`config.mk`:
```
export PLATFORM = sky130hd
export DESIGN_NAME = zbt_bank_arbiter_flat
export DESIGN_NICKNAME = d
export VERILOG_FILES = /design/src/rtl/zbt_bank_arbiter_pkg.sv /design/src/rtl/zbt_bank_arbiter_if.sv /design/src/rtl/zbt_bank_arbiter_buffer_rotator.sv /design/src/rtl/zbt_bank_arbiter.sv /design/src/flat_wrapper.sv
export SDC_FILE = /design/constraint.sdc
export NUM_CORES = 1
export LEC_CHECK = 0
export ABC_AREA = 1
export ABC_CLOCK_PERIOD_IN_PS = 2450
export CAP_MARGIN = 20
export CORE_MARGIN = 2
export CORE_UTILIZATION = 43
export CTS_CLUSTER_SIZE = 16
export DETAILED_ROUTE_END_ITERATION = 10
export PLACE_DENSITY_LB_ADDON = 0.05
export RECOVER_POWER = 25
export SLEW_MARGIN = 20
export SYNTH_ARGS = -nofsm -noshare
export SYNTH_HDL_FRONTEND = slang
export SYNTH_SLANG_ARGS = --single-unit
```
`constraint.sdc`:
```
create_clock -name clock -period 2.45 [get_ports clock]
set_input_delay 0.49 -clock clock [delete_from_list [all_inputs] [get_ports clock]]
set_output_delay 0.49 -clock clock [all_outputs]
set_load 0.005 [all_outputs]
```
`src/rtl/zbt_bank_arbiter_pkg.sv`:
```
// Shared widths, requester tags and buffer reset locations
// for the ZBT bank arbiter.
package zbt_bank_arbiter_pkg;

    localparam int LOG_ADDR = 19;
    localparam int LOG_MEM  = 36;

    typedef logic [LOG_ADDR-1:0] addr_t;
    typedef logic [LOG_MEM-1:0]  word_t;

    typedef enum logic [1:0] {
        TAG_NONE = 2'd0,
        TAG_DISP = 2'd1,
        TAG_PROC = 2'd2
    } tag_e;

    typedef enum logic {
        RR_CAM  = 1'b0,
        RR_PROC = 1'b1
    } rr_e;

    localparam logic [1:0] BUF_WRITE_RST   = 2'd0;
    localparam logic [1:0] BUF_DISPLAY_RST = 2'd1;
    localparam logic [1:0] BUF_SPARE_RST   = 2'd2;

endpackage

```
`src/rtl/zbt_bank_arbiter_if.sv`:
```
// Client request/grant signals plus the ZBT pin-side bus.
// slave = arbiter side, master = clients and bank side.
interface zbt_bank_arbiter_if;
    import zbt_bank_arbiter_pkg::*;

    logic  d_req;
    addr_t d_addr;
    logic  d_gnt;
    logic  d_rvalid;
    logic  c_req;
    addr_t c_addr;
    word_t c_wdata;
    logic  c_gnt;
    logic  p_req;
    logic  p_wr;
    addr_t p_addr;
    word_t p_wdata;
    logic  p_gnt;
    logic  p_rvalid;
    word_t rdata;
    addr_t mem_addr;
    word_t mem_write;
    logic  mem_we;
    word_t mem_read;

    modport slave (
        input  d_req, d_addr, c_req, c_addr, c_wdata,
        input  p_req, p_wr, p_addr, p_wdata, mem_read,
        output d_gnt, d_rvalid, c_gnt, p_gnt, p_rvalid,
        output rdata, mem_addr, mem_write, mem_we
    );

    modport master (
        output d_req, d_addr, c_req, c_addr, c_wdata,
        output p_req, p_wr, p_addr, p_wdata, mem_read,
        input  d_gnt, d_rvalid, c_gnt, p_gnt, p_rvalid,
        input  rdata, mem_addr, mem_write, mem_we
    );

endinterface

```
`src/rtl/zbt_bank_arbiter_buffer_rotator.sv`:
```
// Triple-buffer loc permutation: camera write, display, spare,
// plus the flag saying the spare holds a finished frame.
module zbt_bank_arbiter_buffer_rotator
    import zbt_bank_arbiter_pkg::*;
(
    input  logic       clock,
    input  logic       reset,
    input  logic       frame_done,
    input  logic       vsync,
    output logic [1:0] loc_write,
    output logic [1:0] loc_display,
    output logic [1:0] loc_spare
);

    logic [1:0] wr_q, wr_d;
    logic [1:0] ds_q, ds_d;
    logic [1:0] sp_q, sp_d;
    logic       fresh_q, fresh_d;

    always_comb begin
        wr_d    = wr_q;
        ds_d    = ds_q;
        sp_d    = sp_q;
        fresh_d = fresh_q;
        if (frame_done && vsync) begin
            // display jumps straight to the frame just finished
            ds_d    = wr_q;
            wr_d    = ds_q;
            fresh_d = 1'b0;
        end else if (frame_done) begin
            wr_d    = sp_q;
            sp_d    = wr_q;
            fresh_d = 1'b1;
        end else if (vsync && fresh_q) begin
            ds_d    = sp_q;
            sp_d    = ds_q;
            fresh_d = 1'b0;
        end
    end

    always_ff @(posedge clock or negedge reset) begin
        if (!reset) begin
            wr_q    <= BUF_WRITE_RST;
            ds_q    <= BUF_DISPLAY_RST;
            sp_q    <= BUF_SPARE_RST;
            fresh_q <= 1'b0;
        end else begin
            wr_q    <= wr_d;
            ds_q    <= ds_d;
            sp_q    <= sp_d;
            fresh_q <= fresh_d;
        end
    end

    assign loc_write   = wr_q;
    assign loc_display = ds_q;
    assign loc_spare   = sp_q;

endmodule

```
`src/rtl/zbt_bank_arbiter.sv`:
```
// One-access-per-cycle ZBT bank shared by display, camera and
// processor, with tagged read return and buffer rotation.
module zbt_bank_arbiter
    import zbt_bank_arbiter_pkg::*;
#(
    parameter int READ_LAT       = 2,
    parameter int DISP_MAX_BURST = 8
) (
    input  logic              clock,
    input  logic              reset,
    zbt_bank_arbiter_if.slave bus,
    input  logic              cam_frame_done,
    input  logic              disp_vsync,
    output logic [1:0]        buf_write,
    output logic [1:0]        buf_display,
    output logic [1:0]        buf_spare
);

    localparam int PD = READ_LAT + 1;
    localparam int BW = $clog2(DISP_MAX_BURST + 1);
    localparam logic [BW-1:0] BMAX = BW'(DISP_MAX_BURST);

    logic [BW-1:0] burst_q, burst_d;
    rr_e           rr_q, rr_d;
    addr_t         addr_q, addr_d;
    word_t         wdat_q, wdat_d;
    logic          we_q, we_d;
    tag_e          tag_q [PD];
    tag_e          tag_d [PD];
    tag_e          tag_in;
    word_t         rdata_q, rdata_d;
    logic          drv_q, drv_d;
    logic          prv_q, prv_d;
    logic          d_win, c_win, p_win;

    always_comb begin
        d_win = 1'b0;
        c_win = 1'b0;
        p_win = 1'b0;
        if (reset) begin
            // saturated display only yields to a real competitor
            if (bus.d_req && burst_q < BMAX) begin
                d_win = 1'b1;
            end else if (bus.c_req && bus.p_req) begin
                c_win = (rr_q == RR_CAM);
                p_win = (rr_q == RR_PROC);
            end else if (bus.c_req) begin
                c_win = 1'b1;
            end else if (bus.p_req) begin
                p_win = 1'b1;
            end else if (bus.d_req) begin
                d_win = 1'b1;
            end
        end
    end

    always_comb begin
        burst_d = '0;
        rr_d    = rr_q;
        addr_d  = addr_q;
        wdat_d  = wdat_q;
        we_d    = 1'b0;
        tag_in  = TAG_NONE;
        unique case (1'b1)
            d_win: begin
                burst_d = (burst_q == BMAX) ? burst_q : burst_q + 1'b1;
                addr_d  = bus.d_addr;
                tag_in  = TAG_DISP;
            end
            c_win: begin
                rr_d   = RR_PROC;
                addr_d = bus.c_addr;
                wdat_d = bus.c_wdata;
                we_d   = 1'b1;
            end
            p_win: begin
                rr_d   = RR_CAM;
                addr_d = bus.p_addr;
                wdat_d = bus.p_wdata;
                we_d   = bus.p_wr;
                tag_in = bus.p_wr ? TAG_NONE : TAG_PROC;
            end
            default: ;
        endcase

        tag_d[0] = tag_in;
        for (int i = 1; i < PD; i++) begin
            tag_d[i] = tag_q[i-1];
        end

        drv_d   = (tag_q[PD-1] == TAG_DISP);
        prv_d   = (tag_q[PD-1] == TAG_PROC);
        rdata_d = (drv_d || prv_d) ? bus.mem_read : rdata_q;
    end

    always_ff @(posedge clock or negedge reset) begin
        if (!reset) begin
            burst_q <= '0;
            rr_q    <= RR_CAM;
            addr_q  <= '0;
            wdat_q  <= '0;
            we_q    <= 1'b0;
            tag_q   <= '{default: TAG_NONE};
            rdata_q <= '0;
            drv_q   <= 1'b0;
            prv_q   <= 1'b0;
        end else begin
            burst_q <= burst_d;
            rr_q    <= rr_d;
            addr_q  <= addr_d;
            wdat_q  <= wdat_d;
            we_q    <= we_d;
            tag_q   <= tag_d;
            rdata_q <= rdata_d;
            drv_q   <= drv_d;
            prv_q   <= prv_d;
        end
    end

    assign bus.d_gnt     = d_win;
    assign bus.c_gnt     = c_win;
    assign bus.p_gnt     = p_win;
    assign bus.d_rvalid  = drv_q;
    assign bus.p_rvalid  = prv_q;
    assign bus.rdata     = rdata_q;
    assign bus.mem_addr  = addr_q;
    assign bus.mem_write = wdat_q;
    assign bus.mem_we    = we_q;

    zbt_bank_arbiter_buffer_rotator u_rot (
        .clock       (clock),
        .reset       (reset),
        .frame_done  (cam_frame_done),
        .vsync       (disp_vsync),
        .loc_write   (buf_write),
        .loc_display (buf_display),
        .loc_spare   (buf_spare)
    );

endmodule

```
`src/flat_wrapper.sv`:
```
// flat-port wrapper written by rule: the top's interface ports become plain ports
module zbt_bank_arbiter_flat import zbt_bank_arbiter_pkg::*;
#(
    parameter int READ_LAT       = 2,
    parameter int DISP_MAX_BURST = 8
)
  (clock, reset, cam_frame_done, disp_vsync, buf_write, buf_display, buf_spare, bus_d_req, bus_d_addr, bus_c_req, bus_c_addr, bus_c_wdata, bus_p_req, bus_p_wr, bus_p_addr, bus_p_wdata, bus_mem_read, bus_d_gnt, bus_d_rvalid, bus_c_gnt, bus_p_gnt, bus_p_rvalid, bus_rdata, bus_mem_addr, bus_mem_write, bus_mem_we);
  zbt_bank_arbiter_if bus_i ();
  input  logic clock;
  input  logic reset;
  input  logic cam_frame_done;
  input  logic disp_vsync;
  output logic [1:0] buf_write;
  output logic [1:0] buf_display;
  output logic [1:0] buf_spare;
  input wire logic [$bits(bus_i.d_req)-1:0] bus_d_req;
  input wire logic [$bits(bus_i.d_addr)-1:0] bus_d_addr;
  input wire logic [$bits(bus_i.c_req)-1:0] bus_c_req;
  input wire logic [$bits(bus_i.c_addr)-1:0] bus_c_addr;
  input wire logic [$bits(bus_i.c_wdata)-1:0] bus_c_wdata;
  input wire logic [$bits(bus_i.p_req)-1:0] bus_p_req;
  input wire logic [$bits(bus_i.p_wr)-1:0] bus_p_wr;
  input wire logic [$bits(bus_i.p_addr)-1:0] bus_p_addr;
  input wire logic [$bits(bus_i.p_wdata)-1:0] bus_p_wdata;
  input wire logic [$bits(bus_i.mem_read)-1:0] bus_mem_read;
  output wire logic [$bits(bus_i.d_gnt)-1:0] bus_d_gnt;
  output wire logic [$bits(bus_i.d_rvalid)-1:0] bus_d_rvalid;
  output wire logic [$bits(bus_i.c_gnt)-1:0] bus_c_gnt;
  output wire logic [$bits(bus_i.p_gnt)-1:0] bus_p_gnt;
  output wire logic [$bits(bus_i.p_rvalid)-1:0] bus_p_rvalid;
  output wire logic [$bits(bus_i.rdata)-1:0] bus_rdata;
  output wire logic [$bits(bus_i.mem_addr)-1:0] bus_mem_addr;
  output wire logic [$bits(bus_i.mem_write)-1:0] bus_mem_write;
  output wire logic [$bits(bus_i.mem_we)-1:0] bus_mem_we;
  assign bus_i.d_req = bus_d_req;
  assign bus_i.d_addr = bus_d_addr;
  assign bus_i.c_req = bus_c_req;
  assign bus_i.c_addr = bus_c_addr;
  assign bus_i.c_wdata = bus_c_wdata;
  assign bus_i.p_req = bus_p_req;
  assign bus_i.p_wr = bus_p_wr;
  assign bus_i.p_addr = bus_p_addr;
  assign bus_i.p_wdata = bus_p_wdata;
  assign bus_i.mem_read = bus_mem_read;
  assign bus_d_gnt = bus_i.d_gnt;
  assign bus_d_rvalid = bus_i.d_rvalid;
  assign bus_c_gnt = bus_i.c_gnt;
  assign bus_p_gnt = bus_i.p_gnt;
  assign bus_p_rvalid = bus_i.p_rvalid;
  assign bus_rdata = bus_i.rdata;
  assign bus_mem_addr = bus_i.mem_addr;
  assign bus_mem_write = bus_i.mem_write;
  assign bus_mem_we = bus_i.mem_we;
  zbt_bank_arbiter #(.READ_LAT(READ_LAT), .DISP_MAX_BURST(DISP_MAX_BURST)) u_core (.clock(clock), .reset(reset), .bus(bus_i), .cam_frame_done(cam_frame_done), .disp_vsync(disp_vsync), .buf_write(buf_write), .buf_display(buf_display), .buf_spare(buf_spare));
endmodule
```
Word level (Yosys, flattened, before mapping) --
Cells that the tools add are included.
Cells by class: add/sub/neg operators 1, magnitude comparators 1, equality and inequality tests 5, muxes and demuxes 33, bitwise gates (word level) 2, reductions and logical operators 13
Operators with widths (count):
- $pmux 36 s2 | 1
- $pmux 19 s3 | 1
- $mux 1 | 18
- $mux 2 | 8
- $mux 4 | 2
- $reduce_bool 2->1 | 4
- $reduce_bool 3->1 | 2
- $add 4x1->4 const B | 1
- $eq 4x4->1 const B | 1
- $logic_and 1x1->1 | 4
- $lt 4x4->1 const B | 1
- $pmux 1 s2 | 2
- $pmux 2 s2 | 1
- $reduce_and 2->1 | 2
- $eq 2x1->1 const B | 1
- $eq 2x2->1 const B | 1
- $ne 2x1->1 const B | 1
- $ne 2x2->1 const B | 1
- $not 1->1 | 2
- $logic_or 1x1->1 | 1
Storage, ports and cells: flip-flop bits (word level) 112, input bits 173, logic and storage cells 70

Longest topological paths before layout --
word-level depth 7, gate-level depth with buffers 10, depth with buffers taken out 9

Modules after synthesis --
From an unflattened synthesis, not the netlist that was laid out.
Unflattened totals: cell total of the unflattened synthesis 589, area, all modules 5381.4 sq um
Modules (own cells, without submodules):
- zbt_bank_arbiter | instances 1, cells an instance 537, area an instance 5013.6 sq um
- zbt_bank_arbiter_buffer_rotator | instances 1, cells an instance 52, area an instance 367.9 sq um

Worst setup path after synthesis --
Ideal clock, no wire load.
path kind in2out, start in reset, end out bus_p_gnt, arrival 1.001 ns, data required time 1.960 ns, setup slack 0.959 ns, cell stages on the path 5, path buffers 1, cells stage by stage nand2_1 -> inv_2 -> nand3_2 -> clkbuf_1 -> inv_1
On the way: longest elaborated chain between the ends 1
RTL lines:
- start, declared | line flat_wrapper.sv:10 | input logic reset;
- $mux 1 | line zbt_bank_arbiter.sv:40 | if (reset) begin
- end, declared | line flat_wrapper.sv:29 | output wire logic [$bits(bus_i.p_gnt)-1:0] bus_p_gnt;
Every way passes these cells.

Worst setup path in the final report --
start in bus_p_req, end out bus_p_gnt
On the way: longest elaborated chain between the ends 5, elaborated cells between the ends (all ways) 6
RTL lines:
- start, declared | line flat_wrapper.sv:21 | input wire logic [$bits(bus_i.p_req)-1:0] bus_p_req;
- $mux 1 | line zbt_bank_arbiter.sv:49 | end else if (bus.p_req) begin
- $mux 1 | line zbt_bank_arbiter.sv:47 | end else if (bus.c_req) begin
- $mux 1 (*) | line zbt_bank_arbiter.sv:44 | end else if (bus.c_req && bus.p_req) begin
- $mux 1 (*) | line zbt_bank_arbiter.sv:42 | if (bus.d_req && burst_q < BMAX) begin
- $mux 1 (*) | line zbt_bank_arbiter.sv:40
Mark *: on every way between the ends. The rest lies on a longest branch, timed or not.

==> flow_metrics.env <==
export IMPL_fmax_mhz=425
export IMPL_drt_initial_drc_count=347
export IMPL_crit_fanout=3
export IMPL_fin_crit_sh_pct=96.0
export IMPL_nets=1017
export IMPL_rows=40
export IMPL_drt_total_wl_um=15700
export IMPL_antenna_found_initial=0
export IMPL_numPortBuffers=275
export IMPL_cts_setup_buffers=0
export IMPL_drive_gt1_share_pct=8.89
export IMPL_pin_count=276
export IMPL_synth_area_per_cell_um2=9.03
export IMPL_n_fill_cell=954
export IMPL_num_vias=5025
export IMPL_syn_instance_count=576
export IMPL_rsz0062_at_grt="no"
export IMPL_grt_use_total_pct=24.0
export IMPL_layout_min_cycle_time_ns=2.35
export IMPL_critPathRequiredTime_ns=1.96
export IMPL_die_height_um=114
export IMPL_finClkSkew_ns=0.00528
export IMPL_clockBufferDepth=2
export IMPL_start_util_pct=43.7
export IMPL_yosys_warnings=0
export IMPL_seq_area_frac_synth_pct=53.9
export IMPL_wl_met1_um=6310
export IMPL_grt_max_degree=94
export IMPL_setup_viol=0
export IMPL_dieWidth_um=114
export IMPL_synth_top_area_share_pct=52.9
export IMPL_regToRegStartpoint="u_core.burst_q[3]"
export IMPL_power_density_nw_per_um2=679
export IMPL_r2r_slack_ns=0.62
export IMPL_fin_cells=991
export IMPL_synth_area_leaders="dfrtp_1 (53%), nand2_1 (11%), mux2_2 (7.8%), nand3_1 (4.0%), o21ai_0 (3.8%)"
export IMPL_synth_most_common_cell="nand2_1"
export IMPL_drv_cap=0
export IMPL_cts_clk_slew_worst_paths_ns=0.07
export IMPL_synth_edf_count=0
export IMPL_p_total_mw=5.70
export IMPL_crit_path_end_kind="output pin"
export IMPL_drc=0
export IMPL_cts_sinks=112
export IMPL_htree_levels=3
export IMPL_hpwl_um=11700
export IMPL_rr_worst_depth=10
export IMPL_dp_cells=975
export IMPL_tns_ns=0
export IMPL_drtPass1Iterations=4
export IMPL_hold_slack_ns=0.344
export IMPL_ys_flop_type="dfrtp_1"
export IMPL_cts_tree="yes"
export IMPL_worstReg2RegEnd="u_core.bus.mem_addr[0]"
export IMPL_clock_latency_ns=0.34
export IMPL_cts_buffers=9
export IMPL_wl_met2_um=7710
export IMPL_hold_viol_final=0
export IMPL_ir_drop_mv=0.384
export IMPL_slew_limit_headroom_pct=49.0
export IMPL_critPathLaunchType="input pin"
export IMPL_worst_pin_slew_ns=0.764
export IMPL_ys_ff_latch=112
export IMPL_fin_util_pct=70.6
export IMPL_async_flop_share_pct=100
export IMPL_grt_pass1_wl_um=24600
export IMPL_postCtsHoldBufs=1
export IMPL_worst_setup_path_type="input pin to output pin"
export IMPL_met3WireLength_um=1150
export IMPL_leakagePower_nw=3.90
export IMPL_cp_arrival_ns=1.86
export IMPL_wire_per_inst_um=15.8
export IMPL_postRouteAntennaNets=0
export IMPL_grt_pass1_vias=4983
export IMPL_n_antenna_cell=0
export IMPL_synth_area_um2=5200
export IMPL_status="finished, final reports clean"
export IMPL_crit_end="bus_p_gnt"
export IMPL_cts_resized_gates=0
export IMPL_hp_class="flop to flop"
export IMPL_synth_top_cell_by_area="dfrtp_1"
export IMPL_globalRouteOverflowTotal=0
export IMPL_core_um2=11900
export IMPL_root_buffer="clkbuf_16"
export IMPL_syn_nets=753
export IMPL_fp_dieArea_um2=13000
export IMPL_top_layer_used="met4"
export IMPL_synth_top_cells_by_count="nand2_1 (154), dfrtp_1 (110), inv_1 (53)"
export IMPL_gp_congestion=0.832
export IMPL_synth_cell_types=29
export IMPL_vias_per_cell=5.07
export IMPL_area_growth_pct=61.6
export IMPL_cp_startpoint="bus_p_req"
export IMPL_final_max_slew_viol_count=0
-- per-stage QoR --
step	worst slack [ns]	instance area (um2)
global route	0.0325	8410
global placement	0.136	8090
finish	0.0985	8410
CTS	0.103	8410
floorplan	0.959	5200
detailed placement	0.0928	8090
-- cell families after synthesis --
| logic type | count (synthesis) | share of synthesized area [%] |
|---|---|---|
| buf+inv | 95 | 7.75 |
| xor+xnor | 3 | 0.505 |
| simple gates | 240 | 20.5 |
| flops | 112 | 53.9 |
| fa+ha+maj | 4 | 0.963 |
| compound gates | 86 | 8.49 |
| mux | 36 | 7.80 |
-- power by group --
part | total [mW] | internal [mW] | switching, mW | leakage [nW]
logic | 1.75 | 1.10 | 0.653 | 2.40
clock network | 1.54 | 0.899 | 0.637 | 0.151
registers | 2.42 | 2.21 | 0.207 | 1.35
total | 5.70 | 4.21 | 1.50 | 3.90
-- cell type report --
type	count	area [um2]	area share (%)
timing repair buffer	289	2890	34.4
sequential	112	2810	33.4
multi-input combinational	369	1990	23.7
inverter	59	226	2.69
tap	147	184	2.19
clock buffer	11	233	2.77
clock inverter	4	77.6	0.923
-- worst max-delay path, stage by stage --
cell and delay, ns:
clkdlybuf4s50_1 0.51, nand2_1 0.08, inv_2 0.07, nand3_2 0.09
inv_1 0.11, clkdlybuf4s50_1 0.51
-- flip-flops by register name (all words and copies together) (netlist names) --
name                      flops
u_core.u_rot.loc_display      2
u_core.u_rot.loc_spare        2
u_core.bus.p_rvalid           1
u_core.bus.rdata             36
u_core.burst_q                4
u_core.bus.mem_write         36
u_core.u_rot.fresh_q          1
u_core.bus.d_rvalid           1
u_core.bus.mem_we             1
u_core.tag_d                  4
u_core.bus.mem_addr          19
u_core.tag_q                  2
u_core.u_rot.loc_write        2
u_core.rr_q                   1
-- cells in the final DEF, fill, tap and decap left out --
cell type,n
clkdlybuf4s50_1,273
nand2_1,154
dfrtp_1,110
inv_1,53
nand3_1,42
o21ai_0,40
o21ai_1,39
mux2_2,36
nand4_1,30
clkbuf_16,9
buf_4,9
nor2_1,6
inv_2,4
ha_1,4
clkbuf_1,4
a21oi_1,3
o211ai_1,3
buf_12,3
nand2_4,2
nand3_2,2
nand2_2,2
inv_4,2
xor2_1,2
inv_6,2
bufinv_16,2
dlygate4sd3_1,2
dfstp_2,2
nand3b_1,1
o221ai_1,1
xnor2_1,1
nor3b_1,1
-- worst min path at each step --
stage | start | endpoint | cells past startpoint
floorplan | reset | u_core.burst_q[0] | 0
global placement | reset | u_core.bus.mem_addr[18] | 1
detailed placement | reset | u_core.bus.mem_addr[18] | 1
CTS | u_core.tag_d[2] | u_core.tag_d[0] | 0
global route | u_core.tag_d[0] | u_core.tag_q[0] | 0
finish | u_core.tag_d[2] | u_core.tag_d[0] | 0
-- layer usage --
layer  up-vias  GRT usage, %
met2       240          40.9
met5         -             0
met3        39          5.84
met1      2332          29.5
li1       2414             -
met4         0          9.67
Power figures use the tool's default switching activity.
